### src/rtl/channel_pattern_gen.sv
// -----------------------------------------------------------------------------
// channel_pattern_gen
// Test-pattern transmitter for one logic-analyzer channel. Packed 8-bit words
// holding four (CH_H, CH_L) pairs are accepted through a valid/ready handshake.
// They are then serialized onto CH_H/CH_L, one pair per sample slot, at a
// programmable rate. The byte packing matches the capture path: the oldest pair
// is in bits [1:0] and the newest pair is in bits [7:6].
//
// Ports:
//   clk           system clock, all logic on posedge
//   rst_n         asynchronous active-low reset
//   en            run enable; 0 freezes the sample-rate counter (state kept)
//   flush         synchronous abort of buffered data, counter and outputs
//   decim         sample period minus one, in clk cycles
//   clr_underrun  clears the sticky underrun flag
//   pat/pat_vld   packed pattern word and its valid
//   pat_rdy       block can take a word (hold buffer empty)
//   CH_H/CH_L     emitted comparator levels
//   smpl_tick     one-cycle pulse when CH_H/CH_L take a new sample slot
//   underrun      sticky: a sample slot came with no data available
//   busy          hold buffer full or pairs still pending in the shifter
// -----------------------------------------------------------------------------
module channel_pattern_gen #(
    parameter int DECIM_W = 16
) (
    input  logic               clk,
    input  logic               rst_n,
    input  logic               en,
    input  logic               flush,
    input  logic [DECIM_W-1:0] decim,
    input  logic               clr_underrun,
    input  logic [7:0]         pat,
    input  logic               pat_vld,
    output logic               pat_rdy,
    output logic               CH_H,
    output logic               CH_L,
    output logic               smpl_tick,
    output logic               underrun,
    output logic               busy
);

    // Registered state
    logic [DECIM_W-1:0] cnt_r;
    logic [7:0]         hbuf_r;
    logic               hvld_r;
    logic [5:0]         sreg_r;       // up to three pending pairs, next one in [1:0]
    logic [1:0]         pcnt_r;
    logic               ch_h_r;
    logic               ch_l_r;
    logic               smpl_tick_r;
    logic               underrun_r;

    // Next-state values
    logic [DECIM_W-1:0] cnt_s;
    logic [7:0]         hbuf_s;
    logic               hvld_s;
    logic [5:0]         sreg_s;
    logic [1:0]         pcnt_s;
    logic               ch_h_s;
    logic               ch_l_s;
    logic               smpl_tick_s;
    logic               underrun_s;

    logic               tick_s;
    logic               accept_s;

    // Internal sample tick: only while running, in the cycle the counter reaches decim.
    // A counter already past a newly lowered decim runs on to the natural wrap.
    assign tick_s   = en && (cnt_r == decim);
    // The ready path depends on registers only, so pat_vld never feeds back into pat_rdy.
    assign accept_s = pat_vld && !hvld_r;

    // Next-state logic for the counter, the buffers and the output slot.
    always_comb begin
        cnt_s       = cnt_r;
        hbuf_s      = hbuf_r;
        hvld_s      = hvld_r;
        sreg_s      = sreg_r;
        pcnt_s      = pcnt_r;
        ch_h_s      = ch_h_r;
        ch_l_s      = ch_l_r;
        smpl_tick_s = 1'b0;
        underrun_s  = underrun_r;

        if (flush) begin
            // Abort everything in flight. The handshake is ignored and underrun is kept.
            cnt_s       = {DECIM_W{1'b0}};
            hvld_s      = 1'b0;
            pcnt_s      = 2'd0;
            ch_h_s      = 1'b0;
            ch_l_s      = 1'b0;
            smpl_tick_s = 1'b0;
        end else begin
            if (tick_s) begin
                cnt_s = {DECIM_W{1'b0}};
            end else if (en) begin
                cnt_s = cnt_r + DECIM_W'(1);
            end else begin
                cnt_s = cnt_r;
            end

            // An accept only happens when the hold buffer is empty. A tick that drains
            // the hold buffer therefore never coincides with an accept.
            if (accept_s) begin
                hbuf_s = pat;
                hvld_s = 1'b1;
            end else begin
                hbuf_s = hbuf_r;
            end

            if (tick_s) begin
                smpl_tick_s = 1'b1;
                if (pcnt_r != 2'd0) begin
                    ch_h_s = sreg_r[1];
                    ch_l_s = sreg_r[0];
                    sreg_s = {2'b00, sreg_r[5:2]};
                    pcnt_s = pcnt_r - 2'd1;
                    underrun_s = clr_underrun ? 1'b0 : underrun_r;
                end else if (hvld_r) begin
                    ch_h_s = hbuf_r[1];
                    ch_l_s = hbuf_r[0];
                    sreg_s = hbuf_r[7:2];
                    pcnt_s = 2'd3;
                    hvld_s = 1'b0;
                    underrun_s = clr_underrun ? 1'b0 : underrun_r;
                end else begin
                    // Starved slot: hold the last levels and flag it. Set beats clear.
                    underrun_s = 1'b1;
                end
            end else begin
                underrun_s = clr_underrun ? 1'b0 : underrun_r;
            end
        end
    end

    // State and output registers
    always_ff @(posedge clk or negedge rst_n) begin
        if (!rst_n) begin
            cnt_r       <= {DECIM_W{1'b0}};
            hbuf_r      <= 8'h00;
            hvld_r      <= 1'b0;
            sreg_r      <= 6'd0;
            pcnt_r      <= 2'd0;
            ch_h_r      <= 1'b0;
            ch_l_r      <= 1'b0;
            smpl_tick_r <= 1'b0;
            underrun_r  <= 1'b0;
        end else begin
            cnt_r       <= cnt_s;
            hbuf_r      <= hbuf_s;
            hvld_r      <= hvld_s;
            sreg_r      <= sreg_s;
            pcnt_r      <= pcnt_s;
            ch_h_r      <= ch_h_s;
            ch_l_r      <= ch_l_s;
            smpl_tick_r <= smpl_tick_s;
            underrun_r  <= underrun_s;
        end
    end

    assign CH_H      = ch_h_r;
    assign CH_L      = ch_l_r;
    assign smpl_tick = smpl_tick_r;
    assign underrun  = underrun_r;
    assign pat_rdy   = !hvld_r;
    assign busy      = hvld_r || (pcnt_r != 2'd0);

endmodule

### config.mk
export PLATFORM = sky130hd
export DESIGN_NAME = channel_pattern_gen
export DESIGN_NICKNAME = d
export VERILOG_FILES = /design/src/rtl/channel_pattern_gen.sv
export SDC_FILE = /design/constraint.sdc
export NUM_CORES = 1
export LEC_CHECK = 0
export BUFFER_PORTS_ARGS = -buffer_cell sky130_fd_sc_hd__buf_4
export CAP_MARGIN = 25
export CORE_MARGIN = 3
export CORE_UTILIZATION = 40
export DETAILED_ROUTE_END_ITERATION = 6
export PLACE_DENSITY_LB_ADDON = 0.1
export RECOVER_POWER = 25
export SYNTH_ARGS = -nofsm -noshare
export SYNTH_HDL_FRONTEND = slang
export SYNTH_SLANG_ARGS = --single-unit
export TNS_END_PERCENT = 10
### constraint.sdc
create_clock -name clk -period 3.07 [get_ports clk]
set_clock_uncertainty 0.15 [all_clocks]
set_input_delay 0 -clock clk [delete_from_list [all_inputs] [get_ports clk]]
set_output_delay 0 -clock clk [all_outputs]
set_load 0.01 [all_outputs]
==> flow_metrics.py <==
metrics = {
    "clock_tree": {
        "htree_levels": 2,
        "holdBufCountCts": 15,
        "cts_buffer_depth": 2,
        "cts_root_buffer": "clkbuf_8",
        "path_clk_slew_ns": 0.07,
        "cts_resized": 0,
        "cts_setup_buffers": 0,
        "cts_tree": "done",
        "cts_made_buffers": 5,
        "cts_sinks": 37,
        "clkLatencyLatePin_ns": 0.29,
    },
    "global_routing": {
        "overflow": 0,
        "grt_max_degree": 38,
        "use_met3": 0.0494,
        "antenna_found_initial": 0,
        "grt_pass1_vias": 1506,
        "use_met1": 0.214,
        "grtUsageTotal": 0.164,
        "grt_pass1_wl_um": 7000,
        "use_met2": 0.261,
        "grt.busiest_layer": "met2",
    },
    "run_status": {
        "violations": "capacitance limit, slew limit",
        "status": "finished, violations left",
    },
    "cells_and_area": {
        "final-seq-area_sq_um": 926,
        "area_growth_syn_to_layout_pct": 29.0,
        "num-nets-final": 262,
        "final_area_sq_mm": 0.00247,
        "fill_cells": 403,
        "multiInputGateArea_sq_um": 930,
        "antenna-diode-count": 0,
        "drive_gt1_frac": 0.270,
        "final-instance-count-excl-fill": 282,
    },
    "flow_run": {
        "drv_cap": 1,
    },
    "setup_path": {
        "critPathLaunchType": "flop",
        "cp.required_ns": 3.09,
        "path_class": "flop to flop",
        "crit_fanout": 6,
        "r2r_cells": 6,
        "arrival_ns": 2.70,
        "end_kind": "flop",
    },
    "sta": {
        "setup_tns_ns": 0,
        "finalCriticalPeriod_ns": 2.68,
        "finalMaxSlewViolations": 38,
        "slew_headroom": -0.324,
        "tightest_slew_ns": 1.99,
        "worst_hold_slack_ns": 0.0366,
        "fin_crit_sh": 0.873,
        "finalHoldViolations": 0,
        "fmax_mhz": 373,
        "setup_viol": 0,
        "rsz0062_at_grt": "no",
    },
    "floorplan": {
        "dieArea_sq_mm": 0.00566,
        "start_util": 0.426,
        "die_x_um": 75.2,
        "core_area_sq_mm": 0.00450,
        "fp.dieH_um": 75.2,
        "pin_count": 36,
        "row_count": 24,
    },
    "synthesis": {
        "ys_types": 41,
        "yosys_warnings": 0,
        "syn_nets": 210,
        "ys_async_sr_fraction": 1.00,
        "synthFlopType": "dfrtp_1",
        "synth_edf_count": 0,
        "post_synth.cell_area_avg_sq_um": 10.8,
        "syn_area_sq_mm": 0.00192,
        "ys_ff_latch": 37,
        "syn_inst": 178,
        "synth-seq-area-share": 0.483,
    },
    "placement": {
        "place_hpwl_um": 3000,
        "dpl_cell_area_sq_mm": 0.00222,
        "place.gp.congestion": 0.834,
        "dp_cells": 260,
        "port_buffers": 35,
    },
    "drt": {
        "routed_wl_um": 4050,
        "route.detailed.drc": 0,
        "drt_iter0_markers": 56,
        "antenna_left": 0,
        "avgRoutedWirePerCell_um": 14.4,
        "firstDrtPassIters": 4,
        "via_per_inst": 5.24,
        "vias": 1478,
    },
    "power_and_ir_drop": {
        "p_leak_nw": 1.12,
        "power.density_mw_per_mm2": 429,
        "swShare": 0.225,
        "power.switching_uw": 239,
        "p_clk_frac": 0.381,
        "combPwrFrac": 0.123,
        "ir_drop_v": 0.000189,
        "intPower_uw": 823,
        "seqPwrFrac": 0.496,
    },
    "worst_hold_path": {
        "hold_depth": 5,
        "min_path_type": "input pin to flop",
    },
}
==> cells in the mapped netlist (2+ instances only) <==
library cell | number | area [sq um]
nand2_1 | 14 | 52.6
dfrtp_1 | 37 | 926
o22ai_1 | 2 | 12.5
mux2_2 | 14 | 158
nor2_1 | 19 | 71.3
clkbuf_1 | 3 | 11.3
nor4_1 | 4 | 25.0
or3b_2 | 2 | 17.5
nand3_1 | 3 | 15.0
inv_1 | 8 | 30.0
xnor2_1 | 14 | 123
o31ai_1 | 2 | 15.0
o21ai_0 | 2 | 10.0
a311oi_1 | 4 | 35.0
nand4_1 | 5 | 31.3
ha_1 | 2 | 25.0
a31oi_1 | 3 | 18.8
mux2i_1 | 4 | 40.0
nand2b_1 | 2 | 12.5
xor2_1 | 13 | 114
==> cell type report <==
class,instances,share of cell area
clock buffer,5,0.0278
sequential,37,0.374
multi-input combinational,126,0.376
tap,52,0.0263
inverter,9,0.0137
clock inverter,2,0.0142
timing repair buffer,51,0.168
==> power by group through the flow <==
| stage | Clock, mW | Combinational [mW] | Sequential (mW) |
|---|---|---|---|
| finish | 0.405 | 0.130 | 0.527 |
| global route | 0.440 | 0.147 | 0.529 |
| CTS | 0.421 | 0.133 | 0.527 |
| detailed placement | 0 | 0.117 | 0.536 |
| global placement | 0 | 0.114 | 0.535 |
| floorplan | 0 | 0.0655 | 0.530 |
==> metal layers <==
metal | vias to the layer above | wire length, um | share of wire
li1 | 725 | - | -
met1 | 718 | 1890 | 0.47
met2 | 33 | 1940 | 0.48
met3 | 2 | 203 | 0.050
met4 | 0 | 18 | 0.0044
met5 | - | 0 | 0
==> worst max-delay path: stages, from the launching register on <==
cell	delay, ns
dfrtp_1	0.45
xor2_1	0.17
nor4_1	0.37
nand3b_1	0.25
nor2_1	0.42
a311oi_1	0.16
dlygate4sd3_1	0.59
==> flip-flops by register name, indices dropped and copies added (netlist names) <==
signal     cells
cnt_r         16
hbuf_r         8
sreg_r         6
pcnt_r         2
CH_H           1
CH_L           1
hvld_r         1
smpl_tick      1
underrun       1
==> kinds of logic (layout without fill, tap and decap cells) <==
logic type               Yosys count  after routing  synth area share
AO/OA/AOI/OAI                     21             21            0.0822
XOR/XNOR                          27             27             0.123
adder cells (fa/ha/maj)            2              2            0.0130
buffers and inverters             15             67            0.0326
flip-flops                        37             37             0.483
multiplexers                      18             18             0.103
AND/OR/NAND/NOR                   58             58             0.163
==> through the flow <==
stage                     power [mW]   util  setup WS, ns
after floorplan                0.596      -         0.877
after global placement         0.649  0.494         0.764
after detailed placement       0.654  0.494         0.731
after CTS                       1.08  0.550         0.404
after global routing            1.12  0.549         0.212
final                           1.06  0.549         0.390
==> placed cells by master, fill, tap and decap left out, types with 2 or more instances in the layout <==
master         instances
nor4_1                 4
xor2_1                13
a31oi_1                3
xnor2_1               14
buf_4                 35
inv_1                  8
mux2_2                14
nand3_1                3
nand2b_1               2
mux2i_1                4
nand2_1               14
ha_1                   2
o22ai_1                2
nor2_1                19
or3b_2                 2
nand4_1                5
clkbuf_8               5
a311oi_1               4
dlygate4sd3_1         15
o21ai_0                2
dfrtp_1               37
o31ai_1                2
==> path summary, 6_finish.rpt <==
check,slack [ns],endpoint,startpoint
setup / recovery,0.39,hvld_r,cnt_r[0]
hold / removal,0.04,smpl_tick,decim[8]
setup reg to reg,0.39,hvld_r,cnt_r[0]
hold reg to reg,0.35,underrun,underrun
max in group asynchronous,0.96,hbuf_r[4],rst_n
min in group asynchronous,0.67,cnt_r[13],rst_n
Power figures use the tool's default switching activity.
